[src/rtl/uart_frame_sequencer.sv]
// Buffers 16-bit samples in a small FIFO and sends each one to a byte-level UART
// transmitter as a frame: SYNC_BYTE, MSB, LSB and an optional XOR checksum.
module uart_frame_sequencer #(
  parameter int unsigned FIFO_DEPTH  = 4,
  parameter logic [7:0]  SYNC_BYTE   = 8'hA5,
  parameter bit          CHECKSUM_EN = 1'b1,
  parameter int unsigned ACT_TIMEOUT = 8
) (
  input  logic        i_clk,
  input  logic        i_rst,
  input  logic [15:0] i_sample,
  input  logic        i_sample_valid,
  output logic        o_sample_ready,
  output logic        o_txsend,
  output logic [7:0]  o_txbyte,
  input  logic        i_txactive,
  output logic        o_busy,
  output logic        o_overflow,
  output logic        o_err,
  output logic [15:0] o_frame_cnt
);

  localparam int unsigned PTR_W    = $clog2(FIFO_DEPTH);
  localparam int unsigned CNT_W    = PTR_W + 1;
  localparam int unsigned TO_W     = $clog2(ACT_TIMEOUT + 1);
  localparam logic [1:0]  LAST_IDX = CHECKSUM_EN ? 2'd3 : 2'd2;

  typedef enum logic [2:0] {
    S_IDLE,
    S_LOAD,
    S_SEND,
    S_WAIT_ACT,
    S_WAIT_DONE,
    S_GAP
  } state_e;

  // Sample FIFO
  logic [15:0]      mem_q [FIFO_DEPTH];
  logic [PTR_W-1:0] wr_ptr_q;
  logic [PTR_W-1:0] rd_ptr_q;
  logic [CNT_W-1:0] count_q;
  logic [CNT_W-1:0] count_d;
  logic             full;
  logic             push;
  logic             pop;
  logic             overflow_q;
  logic [15:0]      head;

  // Frame sequencer
  state_e           state_q;
  logic [1:0]       idx_q;
  logic [15:0]      frame_q;
  logic             txsend_q;
  logic [7:0]       txbyte_q;
  logic [TO_W-1:0]  to_cnt_q;
  logic             err_q;
  logic [15:0]      frame_cnt_q;

  function automatic logic [7:0] frame_byte(input logic [15:0] s, input logic [1:0] idx);
    logic [7:0] b;
    case (idx)
      2'd0:    b = SYNC_BYTE;
      2'd1:    b = s[15:8];
      2'd2:    b = s[7:0];
      default: b = s[15:8] ^ s[7:0];
    endcase
    return b;
  endfunction

  assign full = (count_q == CNT_W'(FIFO_DEPTH));
  assign push = i_sample_valid & ~full;
  assign pop  = (state_q == S_LOAD);
  assign head = mem_q[rd_ptr_q];

  always_comb begin
    // NOTE: default assignment first, so no path through this block can infer a latch.
    count_d = count_q;
    case ({push, pop})
      2'b10:   count_d = count_q + CNT_W'(1);
      2'b01:   count_d = count_q - CNT_W'(1);
      default: count_d = count_q;
    endcase
  end

  always_ff @(posedge i_clk) begin
    if (i_rst) begin
      wr_ptr_q   <= '0;
      rd_ptr_q   <= '0;
      count_q    <= '0;
      overflow_q <= 1'b0;
    end else begin
      if (push) wr_ptr_q <= wr_ptr_q + PTR_W'(1);
      if (pop)  rd_ptr_q <= rd_ptr_q + PTR_W'(1);
      count_q <= count_d;
      if (i_sample_valid && full) overflow_q <= 1'b1;
    end
  end

  // NOTE: sample storage has no reset; count_q alone decides which entries are valid.
  always_ff @(posedge i_clk) begin
    if (push) mem_q[wr_ptr_q] <= i_sample;
  end

  // o_txsend is high only in SEND; o_txbyte changes only on entry to SEND.
  always_ff @(posedge i_clk) begin
    if (i_rst) begin
      state_q     <= S_IDLE;
      idx_q       <= 2'd0;
      frame_q     <= '0;
      txsend_q    <= 1'b0;
      txbyte_q    <= '0;
      to_cnt_q    <= '0;
      err_q       <= 1'b0;
      frame_cnt_q <= '0;
    end else begin
      txsend_q <= 1'b0;
      case (state_q)
        S_IDLE: begin
          if ((count_q != '0) && !i_txactive) state_q <= S_LOAD;
        end
        S_LOAD: begin
          frame_q  <= head;
          idx_q    <= 2'd0;
          txsend_q <= 1'b1;
          txbyte_q <= frame_byte(head, 2'd0);
          state_q  <= S_SEND;
        end
        S_SEND: begin
          to_cnt_q <= '0;
          state_q  <= S_WAIT_ACT;
        end
        S_WAIT_ACT: begin
          if (i_txactive) begin
            state_q <= S_WAIT_DONE;
          end else if (to_cnt_q == TO_W'(ACT_TIMEOUT - 1)) begin
            err_q   <= 1'b1;
            state_q <= S_IDLE;
          end else begin
            to_cnt_q <= to_cnt_q + TO_W'(1);
          end
        end
        S_WAIT_DONE: begin
          if (!i_txactive) state_q <= S_GAP;
        end
        S_GAP: begin
          if (idx_q != LAST_IDX) begin
            idx_q    <= idx_q + 2'd1;
            txsend_q <= 1'b1;
            txbyte_q <= frame_byte(frame_q, idx_q + 2'd1);
            state_q  <= S_SEND;
          end else begin
            frame_cnt_q <= frame_cnt_q + 16'd1;
            state_q     <= S_IDLE;
          end
        end
        default: state_q <= S_IDLE;
      endcase
    end
  end

  assign o_sample_ready = ~full;
  assign o_txsend       = txsend_q;
  assign o_txbyte       = txbyte_q;
  assign o_busy         = (state_q != S_IDLE) | (count_q != '0);
  assign o_overflow     = overflow_q;
  assign o_err          = err_q;
  assign o_frame_cnt    = frame_cnt_q;

endmodule
[config.mk]
export PLATFORM = sky130hd
export DESIGN_NAME = uart_frame_sequencer
export DESIGN_NICKNAME = d
export VERILOG_FILES = /design/src/rtl/uart_frame_sequencer.sv
export SDC_FILE = /design/constraint.sdc
export NUM_CORES = 1
export LEC_CHECK = 0
export CAP_MARGIN = 10
export CORE_MARGIN = 8
export CORE_UTILIZATION = 40
export CTS_CLUSTER_DIAMETER = 120
export DETAILED_ROUTE_END_ITERATION = 8
export PLACE_DENSITY_LB_ADDON = 0.15
export SETUP_SLACK_MARGIN = 0.3
export SLEW_MARGIN = 10
export SYNTH_ARGS = -nofsm -noshare
export SYNTH_HDL_FRONTEND = slang
export SYNTH_SLANG_ARGS = --single-unit
export TNS_END_PERCENT = 1
[constraint.sdc]
create_clock -name i_clk -period 3.3 [get_ports i_clk]
set_clock_uncertainty 0.05 [all_clocks]
set_input_delay 0.33 -clock i_clk [delete_from_list [all_inputs] [get_ports i_clk]]
set_output_delay 0.33 -clock i_clk [all_outputs]
set_load 0.01 [all_outputs]
# Word-level counts from Yosys, hierarchy flattened
# Memory sizes are Yosys's and may differ from the RTL's. A register that Yosys moved wholly into a read port is not among the register bits.
# Index checks and enable logic that the tools add are counted.
[op_classes]
add_sub_neg = 7
eq_ne = 18
n_mux = 19
bitwise_logic = 6
n_reduce_logical = 15
[ops]
columns = ["op", "count"]
rows = [
  ["8-bit case mux with 3 select lines", 1],
  ["3-bit case mux with 6 select lines", 1],
  ["16-bit by 1-bit adder with 16-bit output (second input constant)", 1],
  ["8-bit case mux with 2 select lines", 1],
  ["3-bit two-way mux", 4],
  ["2-bit inequality test (second input constant)", 6],
  ["3-bit == test (second input constant)", 3],
  ["3-bit AND reduction", 3],
  ["4-bit two-way mux", 2],
  ["8-bit two-way mux", 1],
  ["4-bit case mux with 2 select lines", 1],
  ["8-bit XOR", 1],
  ["2-bit by 1-bit adder with 2-bit output (second input constant)", 3],
  ["3-bit by 2-bit == test with 1-bit output (second input constant)", 2],
  ["3-bit case mux with 2 select lines", 1],
  ["2-bit nonzero test", 3],
  ["3-bit nonzero test", 2],
  ["4-bit by 1-bit adder with 4-bit output (second input constant)", 1],
  ["2-bit by 1-bit == test with 1-bit output (second input constant)", 2],
  ["2-bit == test (second input constant)", 2],
  ["4-bit by 3-bit == test with 1-bit output (second input constant)", 1],
  ["2-bit two-way mux", 2],
  ["2-bit case mux with 2 select lines", 1],
  ["2-bit AND reduction", 2],
  ["other kinds (13)", 18],
]
[totals]
register_bits = 43
mem_bits_rw = 64
out_inout_bits = 29
wordCells = 77
memories = 1
[memory_table]
columns = ["name", "depth", "word_bits", "rd", "rd_clocked_by_memory_dff", "wr", "line", "source"]
rows = [
  ["mem_q", 4, 16, 1, 1, 1, "38", "logic [15:0] mem_q [FIFO_DEPTH];"],
]

# Depth between registers and ports, before layout
[depth]
word_depth = 5
ltp_mapped = 10
depth_no_buf = 9

# Worst setup path after synthesis
# No wires, ideal clock.
[synth_timing]
path_type = "register -> register"
from = "register state_q[0]"
to = "register count_q[2]"
t_arrival_ps = 2424
required_ps = 3180
path_slack_ps = 756
path_stages_with_launch = 11
path_buffers = 2
period_less_slack_ps = 2544
cell_sequence = "dfxtp_1 > or3b_2 > clkbuf_1 > inv_2 > buf_2 > ha_1 > inv_1 > fa_1 > xor2_1 > or3_1 > a21oi_1"
[synth_between]
elab_chain_len = 3
elab_cells_between_ends = 5
cone_classes = "eq/ne: 3; mux: 1; reduce/logical: 1"
[synth_lines]
columns = ["item", "line", "source"]
rows = [
  ["from (decl)", "50", "state_e state_q;"],
  ["from (signal assigned)", "107", "state_q <= S_IDLE;"],
  ["from (signal assigned)", "119", "if ((count_q != '0) && !i_txactive) state_q <= S_LOAD;"],
  ["from (signal assigned)", "126", "state_q <= S_SEND;"],
  ["3-bit by 1-bit == test with 1-bit output *", "72", "assign pop = (state_q == S_LOAD);"],
  ["2-bit by 1-bit == test with 1-bit output or 2-bit == test (tied branches)", "78", "case ({push, pop})"],
  ["3-bit case mux with 2 select lines or 2-bit nonzero test (tied branches)", "--", ""],
  ["to (signal assigned)", "94", "count_q <= count_d;"],
  ["to (decl)", "41", "logic [CNT_W-1:0] count_q;"],
]
# Mark *: on every way between the ends. The rest lies on a longest branch, timed or not.
# A chain may end at the register's enable or synchronous reset.

# Worst setup path after layout
# Ends and elaborated chain as after synthesis.

==> results.sh <==
export IMPL_arrival_ns=2.83
export IMPL_grt_pass1_wl_mm=16.80
export IMPL_routed_wl_mm=9.986
export IMPL_first_pass_iters=4
export IMPL_power_density_nw_per_um2=737.5
export IMPL_rr_startpoint="state_q[0]"
export IMPL_regToRegEndpoint="count_q[2]"
export IMPL_use_met1_pct=15.90
export IMPL_grt_max_degree=60
export IMPL_core_sq_um=12520
export IMPL_synth_edf_count=64
export IMPL_grt_total_usage_pct=13.14
export IMPL_ys_flop_type="edfxtp_1"
export IMPL_busiest_layer="met2"
export IMPL_critPathLaunchType="flip-flop"
export IMPL_ir_drop_mv=0.5936
export IMPL_ys_seq_area_share_pct=61.16
export IMPL_place_inst=625
export IMPL_slew_violations=0
export IMPL_clk_pin_slew_ns=0.06
export IMPL_ys_ff_latch=123
export IMPL_vias=3275
export IMPL_async_reset_ff_share_pct=0
export IMPL_grt_pass1_vias=3327
export IMPL_worstSetupPathType="reg -> reg"
export IMPL_outcome="complete, no violations"
export IMPL_drive_gt1_share_pct=12.78
export IMPL_area_delta_synth_final_pct=25.99
export IMPL_cts_root_buf="clkbuf_16"
export IMPL_endpoint_kind="flip-flop"
export IMPL_crit_required_ns=3.58
export IMPL_die_area_sq_um=16540
export IMPL_syn_inst=418
export IMPL_rows=41
export IMPL_pin_count=49
export IMPL_period_share_pct=77.23
export IMPL_worst_pin_slew_ns=1.071
export IMPL_yosys_top_cells_area="edfxtp_1 (38%), dfxtp_1 (23%), mux4_2 (7.1%), a21oi_1 (3.6%), nand2_1 (3.6%)"
export IMPL_maxCapViolCount=0
export IMPL_cts_tree="built"
export IMPL_htreeDepth=4
export IMPL_final_cell_mix="edfxtp_1 (64), dfxtp_1 (59), nand2_1 (49), clkdlybuf4s50_1 (47), a21oi_1 (37)"
export IMPL_wire_per_inst_um=15.20
export IMPL_post_place_ws_ns=0.7559
export IMPL_tns_ns=0
export IMPL_finalHoldViolCount=0
export IMPL_final_common_cell="edfxtp_1"
export IMPL_die_h_um=128.6
export IMPL_antenna_found_initial=0
export IMPL_rsz0062_at_grt="false"
export IMPL_instances_no_fill=657
export IMPL_rr_worst_depth=8
export IMPL_met3_usage_pct=5.048
export IMPL_avgSynthCellArea_sq_um=12.14
export IMPL_max_slew_margin_pct=28.61
export IMPL_insertion_delay_ns=0.41
export IMPL_worst_slack_ns=0.7515
export IMPL_use_met2_pct=20.77
export IMPL_nNetsFinal=504
export IMPL_max_freq_mhz=392.4
export IMPL_critPathMaxFanout=13
export IMPL_overflow=0
export IMPL_synth_top_area_cell="edfxtp_1"
export IMPL_setup_viol=0
export IMPL_ctsLongestPathBuffers=2
export IMPL_ctsHoldBuffers=0
export IMPL_synth_nets=450
export IMPL_cts_buffers=17
export IMPL_startpoint="state_q[0]"
export IMPL_drt_vias_per_instance=4.985
export IMPL_ys_types=47
export IMPL_cts_sinks=123
export IMPL_postRouteAntennaNets=0
export IMPL_hold_path_class="reg -> reg"
export IMPL_place_congestion=0.7197
export IMPL_syn_cell_area_sq_um=5074
export IMPL_p_leak_nw=2.190
export IMPL_synth_top_area_share_pct=37.88
export IMPL_holdWs_ns=0.4205
export IMPL_dp_hpwl_mm=6.486
export IMPL_start_util_pct=40.53
export IMPL_cts_setup_buffers=0
export IMPL_drt_iter0_drc=212
export IMPL_dieWidth_um=128.6
export IMPL_endpoint="count_q[2]"
export IMPL_rrSetupSlack_ns=0.75
export IMPL_yosys_warnings=0
export IMPL_ctsResizeCount=0
export IMPL_fin_crit_ns=2.548
export IMPL_antennaDiodeCount=0
export IMPL_numPortBuffers=48
export IMPL_drc=0
critical path: stages (launching register included):
cell and delay [ns]:
dfxtp_1 0.59, or3b_2 0.52, inv_2 0.08, ha_1 0.17
inv_1 0.06, fa_1 0.38, xor2_1 0.17, or3_1 0.31
a21oi_1 0.13
logic make-up after synthesis:
group | share of synthesized area, %
compound gates | 8.040
xor+xnor | 2.589
fa+ha+maj | 3.107
buf+inv | 2.392
flops | 61.16
mux | 7.300
simple gates | 15.41
layer usage:
metal	vias up	part of all wire, %
met1	1570	45
met3	14	5.3
li1	1625	-
met5	-	0
met2	66	48
met4	0	1.4
state kept, by name, summed over array words and instances, names as in the netlist:
register	count
mem_q	64
frame_q	16
o_frame_cnt	16
o_txbyte	8
to_cnt_q	4
count_q	3
state_q	3
idx_q	2
rd_ptr_q	2
wr_ptr_q	2
o_err	1
o_overflow	1
o_txsend	1
layout make-up:
type                            count  area, sq um
Timing Repair Buffer               55        540.5
Multi-Input combinational cell    265         1849
Sequential cell                   123         3103
Clock buffer                       18        429.2
Inverter                           10        37.54
Clock inverter                     14        217.7
Tap cell                          172        215.2
Fill cell                        1144         6125
power by group:
part | total [mW] | switching [mW] | internal (mW)
combinational | 0.763 | 0.376 | 0.386
clock | 2.02 | 0.675 | 1.34
sequential | 1.93 | 0.146 | 1.79
total | 4.71 | 1.20 | 3.52
cell usage after synthesis, types with 6 or more instances:
master / number
o21ai_0: 23
nor2b_1: 20
ha_1: 11
dfxtp_1: 59
inv_1: 9
clkbuf_1: 14
and3_1: 7
xor2_1: 8
a21oi_1: 37
edfxtp_1: 64
xnor2_1: 7
or3_1: 6
nand2_1: 49
nor2_1: 29
nand3_1: 12
mux4_2: 16
metrics by stage:
step | utilization, % | area [sq um] | power [mW]
floorplan | - | 5074 | 2.443
global placement | 45.90 | 5746 | 2.723
detailed placement | 45.90 | 5746 | 2.745
CTS | 51.07 | 6392 | 4.776
global route | 51.07 | 6392 | 4.942
finish | 51.07 | 6392 | 4.714
how the worst min path moves through the flow:
| stage | from | to | slack, ns | depth (start not counted) |
|---|---|---|---|---|
| after floorplan | i_sample[0] | mem_q[0][0] | 0.38 | 0 |
| after global placement | o_err | o_err | 0.41 | 2 |
| after detailed placement | frame_q[11] | frame_q[11] | 0.41 | 2 |
| after CTS | frame_q[11] | frame_q[11] | 0.42 | 2 |
| after global routing | frame_q[14] | frame_q[14] | 0.44 | 2 |
| final | frame_q[11] | frame_q[11] | 0.42 | 2 |
No activity file was read; power rests on OpenSTA's default activity.
